**src/rtl/instr_feeder_pkg.sv**
```systemverilog
// Shared types and constants for the instruction feeder.
// Used by instr_feeder and feeder_ram.
package instr_feeder_pkg;

  localparam int DATA_W = 16;
  localparam int OP_MSB = 8;
  localparam int OP_LSB = 6;

  typedef logic [DATA_W-1:0] word_t;
  typedef logic [OP_MSB-OP_LSB:0] op_t;

  localparam logic [1:0] S_IDLE  = 2'd0;
  localparam logic [1:0] S_ISSUE = 2'd1;
  localparam logic [1:0] S_WAIT  = 2'd2;
  localparam logic [1:0] S_HALT  = 2'd3;

  localparam op_t OP_MV  = 3'b000;
  localparam op_t OP_MVI = 3'b001;
  localparam op_t OP_ADD = 3'b010;
  localparam op_t OP_SUB = 3'b011;

  function automatic op_t op_of(input word_t w);
    return w[OP_MSB:OP_LSB];
  endfunction

endpackage

```
**src/rtl/feeder_ram.sv**
```systemverilog
// Program RAM: 2**AW words, synchronous write, two async reads.
// No reset; contents survive a feeder reset.
module feeder_ram
  import instr_feeder_pkg::*;
#(
  parameter int AW = 4
) (
  input  logic          clk,
  input  logic          we,
  input  logic [AW-1:0] wr_addr,
  input  word_t         wr_data,
  input  logic [AW-1:0] rd_addr_a,
  output word_t         rd_data_a,
  input  logic [AW-1:0] rd_addr_b,
  output word_t         rd_data_b
);

  word_t mem [2**AW];

  always_ff @(posedge clk) begin
    if (we) begin
      mem[wr_addr] <= wr_data;
    end
  end

  assign rd_data_a = mem[rd_addr_a];
  assign rd_data_b = mem[rd_addr_b];

endmodule

```
**src/rtl/instr_feeder.sv**
```systemverilog
// Issues program words to the bus processor with a Run strobe.
// Optional watchdog enabled by defining INSTR_FEEDER_WDOG_EN.
module instr_feeder
  import instr_feeder_pkg::*;
#(
  parameter int AW       = 4,
  parameter int WDOG_CYC = 15
) (
  input  logic          Clock,
  input  logic          Reset,
  input  logic          LdEn,
  input  logic [AW-1:0] LdAddr,
  input  logic [15:0]   LdData,
  input  logic          Start,
  input  logic [AW:0]   ProgLen,
  output logic [15:0]   DIN,
  output logic          Run,
  input  logic          Done,
  output logic [AW-1:0] PC,
  output logic          Busy,
  output logic          Halted,
  output logic          Fault
);

  if (WDOG_CYC < 1) begin : g_bad_cfg
    $error("WDOG_CYC must be at least 1");
  end

  logic [1:0]    state;
  logic [AW-1:0] pc;
  logic [AW:0]   len;
  op_t           op_q;
  word_t         cur_w;
  word_t         nxt_w;
  logic [AW:0]   step;
  logic [AW:0]   npc;
  logic          idle_like;
  logic          start_ok;
  logic          ram_we;
  logic          wdog_hit;

  assign idle_like = (state == S_IDLE) || (state == S_HALT);
  assign start_ok  = Start && idle_like;
  assign ram_we    = LdEn && idle_like;

  feeder_ram #(.AW(AW)) u_ram (
    .clk       (Clock),
    .we        (ram_we),
    .wr_addr   (LdAddr),
    .wr_data   (LdData),
    .rd_addr_a (pc),
    .rd_data_a (cur_w),
    .rd_addr_b (pc + 1'b1),
    .rd_data_b (nxt_w)
  );

  // mvi consumes its immediate slot too
  assign step = (op_q == OP_MVI) ? (AW+1)'(2) : (AW+1)'(1);
  assign npc  = {1'b0, pc} + step;

`ifdef INSTR_FEEDER_WDOG_EN
  localparam int WW = $clog2(WDOG_CYC + 1);

  logic [WW-1:0] wcnt;
  logic          fault_q;

  assign wdog_hit = (state == S_WAIT) && !Done &&
                    (wcnt == WW'(WDOG_CYC - 1));

  always_ff @(posedge Clock) begin
    if (Reset || state != S_WAIT) begin
      wcnt <= '0;
    end else begin
      wcnt <= wcnt + 1'b1;
    end
  end

  always_ff @(posedge Clock) begin
    if (Reset || start_ok) begin
      fault_q <= 1'b0;
    end else if (wdog_hit) begin
      fault_q <= 1'b1;
    end
  end

  assign Fault = fault_q;
`else
  assign wdog_hit = 1'b0;
  assign Fault    = 1'b0;
`endif

  always_ff @(posedge Clock) begin
    if (Reset) begin
      state <= S_IDLE;
      pc    <= '0;
      len   <= '0;
      op_q  <= OP_MV;
    end else begin
      unique case (state)
        S_IDLE, S_HALT: begin
          if (Start) begin
            len   <= ProgLen;
            pc    <= '0;
            state <= (ProgLen == '0) ? S_HALT : S_ISSUE;
          end
        end
        S_ISSUE: begin
          op_q  <= op_of(cur_w);
          state <= S_WAIT;
        end
        S_WAIT: begin
          if (Done) begin
            if (npc >= len) begin
              state <= S_HALT;
            end else begin
              pc    <= npc[AW-1:0];
              state <= S_ISSUE;
            end
          end else if (wdog_hit) begin
            state <= S_HALT;
          end
        end
        default: state <= S_IDLE;
      endcase
    end
  end

  always_comb begin
    DIN = '0;
    unique case (state)
      S_ISSUE: DIN = cur_w;
      S_WAIT:  DIN = (op_q == OP_MVI) ? nxt_w : '0;
      default: DIN = '0;
    endcase
  end

  assign Run    = (state == S_ISSUE);
  assign Busy   = (state == S_ISSUE) || (state == S_WAIT);
  assign Halted = (state == S_HALT);
  assign PC     = pc;

endmodule

```
**config.mk**
```make
export PLATFORM = sky130hd
export DESIGN_NAME = instr_feeder
export DESIGN_NICKNAME = d
export VERILOG_FILES = /design/src/rtl/instr_feeder_pkg.sv /design/src/rtl/feeder_ram.sv /design/src/rtl/instr_feeder.sv
export SDC_FILE = /design/constraint.sdc
export NUM_CORES = 1
export LEC_CHECK = 0
export BUFFER_PORTS_ARGS = -buffer_cell sky130_fd_sc_hd__buf_2
export CAP_MARGIN = 20
export CORE_MARGIN = 8
export CORE_UTILIZATION = 50
export CTS_CLUSTER_DIAMETER = 50
export CTS_CLUSTER_SIZE = 20
export DETAILED_ROUTE_END_ITERATION = 10
export HOLD_SLACK_MARGIN = 0.08
export PLACE_DENSITY = 0.74
export SETUP_SLACK_MARGIN = 0.4
export SLEW_MARGIN = 40
export SYNTH_ARGS = -nofsm -noshare
export SYNTH_HDL_FRONTEND = slang
export SYNTH_HIERARCHICAL = 1
export SYNTH_SLANG_ARGS = --single-unit
export TNS_END_PERCENT = 10
```
**constraint.sdc**
```tcl
create_clock -name Clock -period 8.15 [get_ports Clock]
set_input_delay 0.4075 -clock Clock [delete_from_list [all_inputs] [get_ports Clock]]
set_output_delay 0.4075 -clock Clock [all_outputs]
set_load 0.01 [all_outputs]
```
==> reports/metrics.cfg <==
[die]
initial_core_util_pct=51.0
die_x_um=176
dieArea_um2=31100
num_io_pins=54
core-area_um2=25300
dieHeight_um=176
rows=58

[synthesis]
yosysMostFrequentCell=edfxtp_1
ys_seq_area_share_pct=61.9
synthFlopType=edfxtp_1
yosys.cell_types.count=47
netlist_area_um2=12900
ys_ff_latch=270
synth_largest_area_cell=edfxtp_1
synthTopCellsByCount=256 x edfxtp_1, 107 x mux4_2, 77 x a22oi_1, 48 x nand2_1, 33 x nor2_1
synthCells=713
synth_edf_count=256
ys_warn_count=6
synth_nets=756
yosysTopAreaCellShare_pct=59.7
synth-async-reset-ratio_pct=0
synth.avg_cell_area_um2=18.1
synthTopCellsByArea=edfxtp_1 60%, mux4_2 19%, a22oi_1 4.5%

[clocking]
cts-root-buf=clkbuf_16
post_cts_resized=0
holdBufCountCts=0
cts_tree=yes
clock_latency_ns=0.57
clkTransAtPathRegs_ns=0.06
cts_made_buffers=27
cts.sinks=270
clockBufferDepth=3
cts_setup_buffers=0
htree_levels=1

[sta]
rsz0062_at_grt=false
slew_headroom_pct=47.4
finClkSkew_ns=0.0303
finalCriticalPeriod_ns=3.97
finalMaxSlewViolations=0
holdWs_ns=0.126
fmax_mhz=252
final-hold-violation-count=0
fin_crit_sh_pct=48.7
setup_tns_ns=0
setup_viol=0
worstMarginPinSlew_ns=0.789

[worst_setup_path]
r2r_start=PC[1]$_SDFFE_PP0P_
start_kind=register
reg2regPathDepth=10
crit_type=register to output pin
crit_start=PC[0]$_SDFFE_PP0P_
worstReg2RegEnd=PC[3]$_SDFFE_PP0P_
rrSetupSlack_ns=5.14
critPathArrivalTime_ns=3.56
critPathCaptureType=output pin
worst-path-max-fanout=40
worst-endpoint-required_ns=7.74

[drt]
drc=0
via_per_inst=6.75
drtIter0Drc=843
drt_wl_total_mm=31.9
drtPass1Iterations=5
ant_nets=0
wl_per_cell_um=28.4
vias=7582

[hold_path]
hold_depth=3
hp-start=ProgLen[3]
hold_end=len[3]$_SDFFE_PP0P_
min_path_type=input pin to register

[global_route]
grt_pass1_wl_mm=48.0
grt_max_degree=70
antenna_found_initial=2
first_global_vias=7953
gr-total-overflow=0
grtUsageTotal_pct=20.6

[final_layout]
area_delta_synth_final_pct=12.3
drive_gt1_share_pct=34.3
fillers=1870
nets=814

[power]
p_per_area_nw_per_um2=244
p_leak_nw=4.72
vdd_drop_max_uv=196

[placement]
place_hpwl_mm=18.3
gp_congestion=0.838
port_buffers=52

[outcome]
status=finished, final reports clean

[job]
maxCapViolCount=0

-- state kept, by name (all words and copies together) (netlist names) --
signal	cells
op_q	3
PC	4
u_ram/mem	256
state	2
len	5
-- worst max-delay path: stages (launching register included) --
cell and delay (ns):
dfxtp_4 0.44, ha_2 0.78, buf_4 0.62, mux4_2 0.39
a22oi_1 0.19, nand2_1 0.08, a22oi_1 0.25, nor2_1 0.06
buf_2 0.15
-- layer usage --
metal / part of all wire (%) / vias to the layer above / track usage (%)
met4: 3.4 / 0 / 7.95
met1: 36 / 3877 / 26.2
met3: 11 / 85 / 4.98
met5: 0 / - / 0
li1: - / 3131 / -
met2: 49 / 489 / 34.0
-- report_power, final --
part           internal [mW]  total (mW)  leakage [nW]  switching (mW)
Clock                  0.707        1.30         0.459           0.594
Sequential              1.56        1.59          2.42          0.0269
Combinational          0.269       0.635          1.83           0.366
-- worst max path at each step --
| stage | depth (start not counted) | end |
|---|---|---|
| floorplan | 7 | u_ram/mem[0][0]$_DFFE_PP_ |
| global placement | 8 | DIN[14] |
| detailed placement | 8 | DIN[14] |
| CTS | 8 | DIN[14] |
| global route | 10 | DIN[7] |
| finish | 8 | DIN[14] |
-- layout make-up --
class                   instances  area (um^2)  area share (%)
clock inverters                23          267            1.84
inverters                      14         55.1           0.381
well taps                     330          413            2.86
multi-input cells             376         4570            31.6
repair buffers                 82          502            3.47
clock buffers                  27          676            4.67
diodes                          2         5.00          0.0346
flip-flops and latches        270         7970            55.1
-- cells by family (layout without fill, tap and decap cells) --
logic type | count (synthesis) | count (layout) | share of synthesized area (%)
buf+inv | 67 | 146 | 3.06
mux | 129 | 129 | 23.1
other cells | 1 | 3 | 0.0291
xor+xnor | 4 | 4 | 0.272
compound gates | 103 | 103 | 5.76
flops | 270 | 270 | 61.9
fa+ha+maj | 13 | 13 | 1.32
simple gates | 126 | 126 | 4.61
-- stage by stage --
stage / instance area (um^2) / setup slack [ns] / power, mW / util [%] / cells
6_report: 14500 / 4.18 / 3.53 / 57.3 / 1124
5_1_grt: 14500 / 3.94 / 3.65 / 57.3 / 1123
4_1_cts: 14400 / 3.69 / 3.54 / 57.2 / 1121
3_5_place_dp: 13500 / 4.27 / 2.25 / 53.4 / 1071
3_3_place_gp: 13500 / 4.30 / 2.23 / 53.4 / 1071
2_1_floorplan: 12900 / 4.79 / 2.07 / - / 713
-- layout by cell type, fill, tap and decap left out, drive strengths merged, types with 2 or more instances in the layout --
master,instances
clkinv,5
nor2b,6
nand2b,8
mux4,128
a21o,2
a22oi,77
nand3b,2
nand2,49
nor2,33
nor3b,2
inv,28
clkinvlp,2
and2,5
o2bb2ai,2
dfxtp,14
a21oi,16
diode,2
ha,12
xnor2,3
nand3,11
edfxtp,256
nor3,6
clkbuf,27
bufinv,2
buf,82
Note: power is estimated with default switching activity, not from simulation.
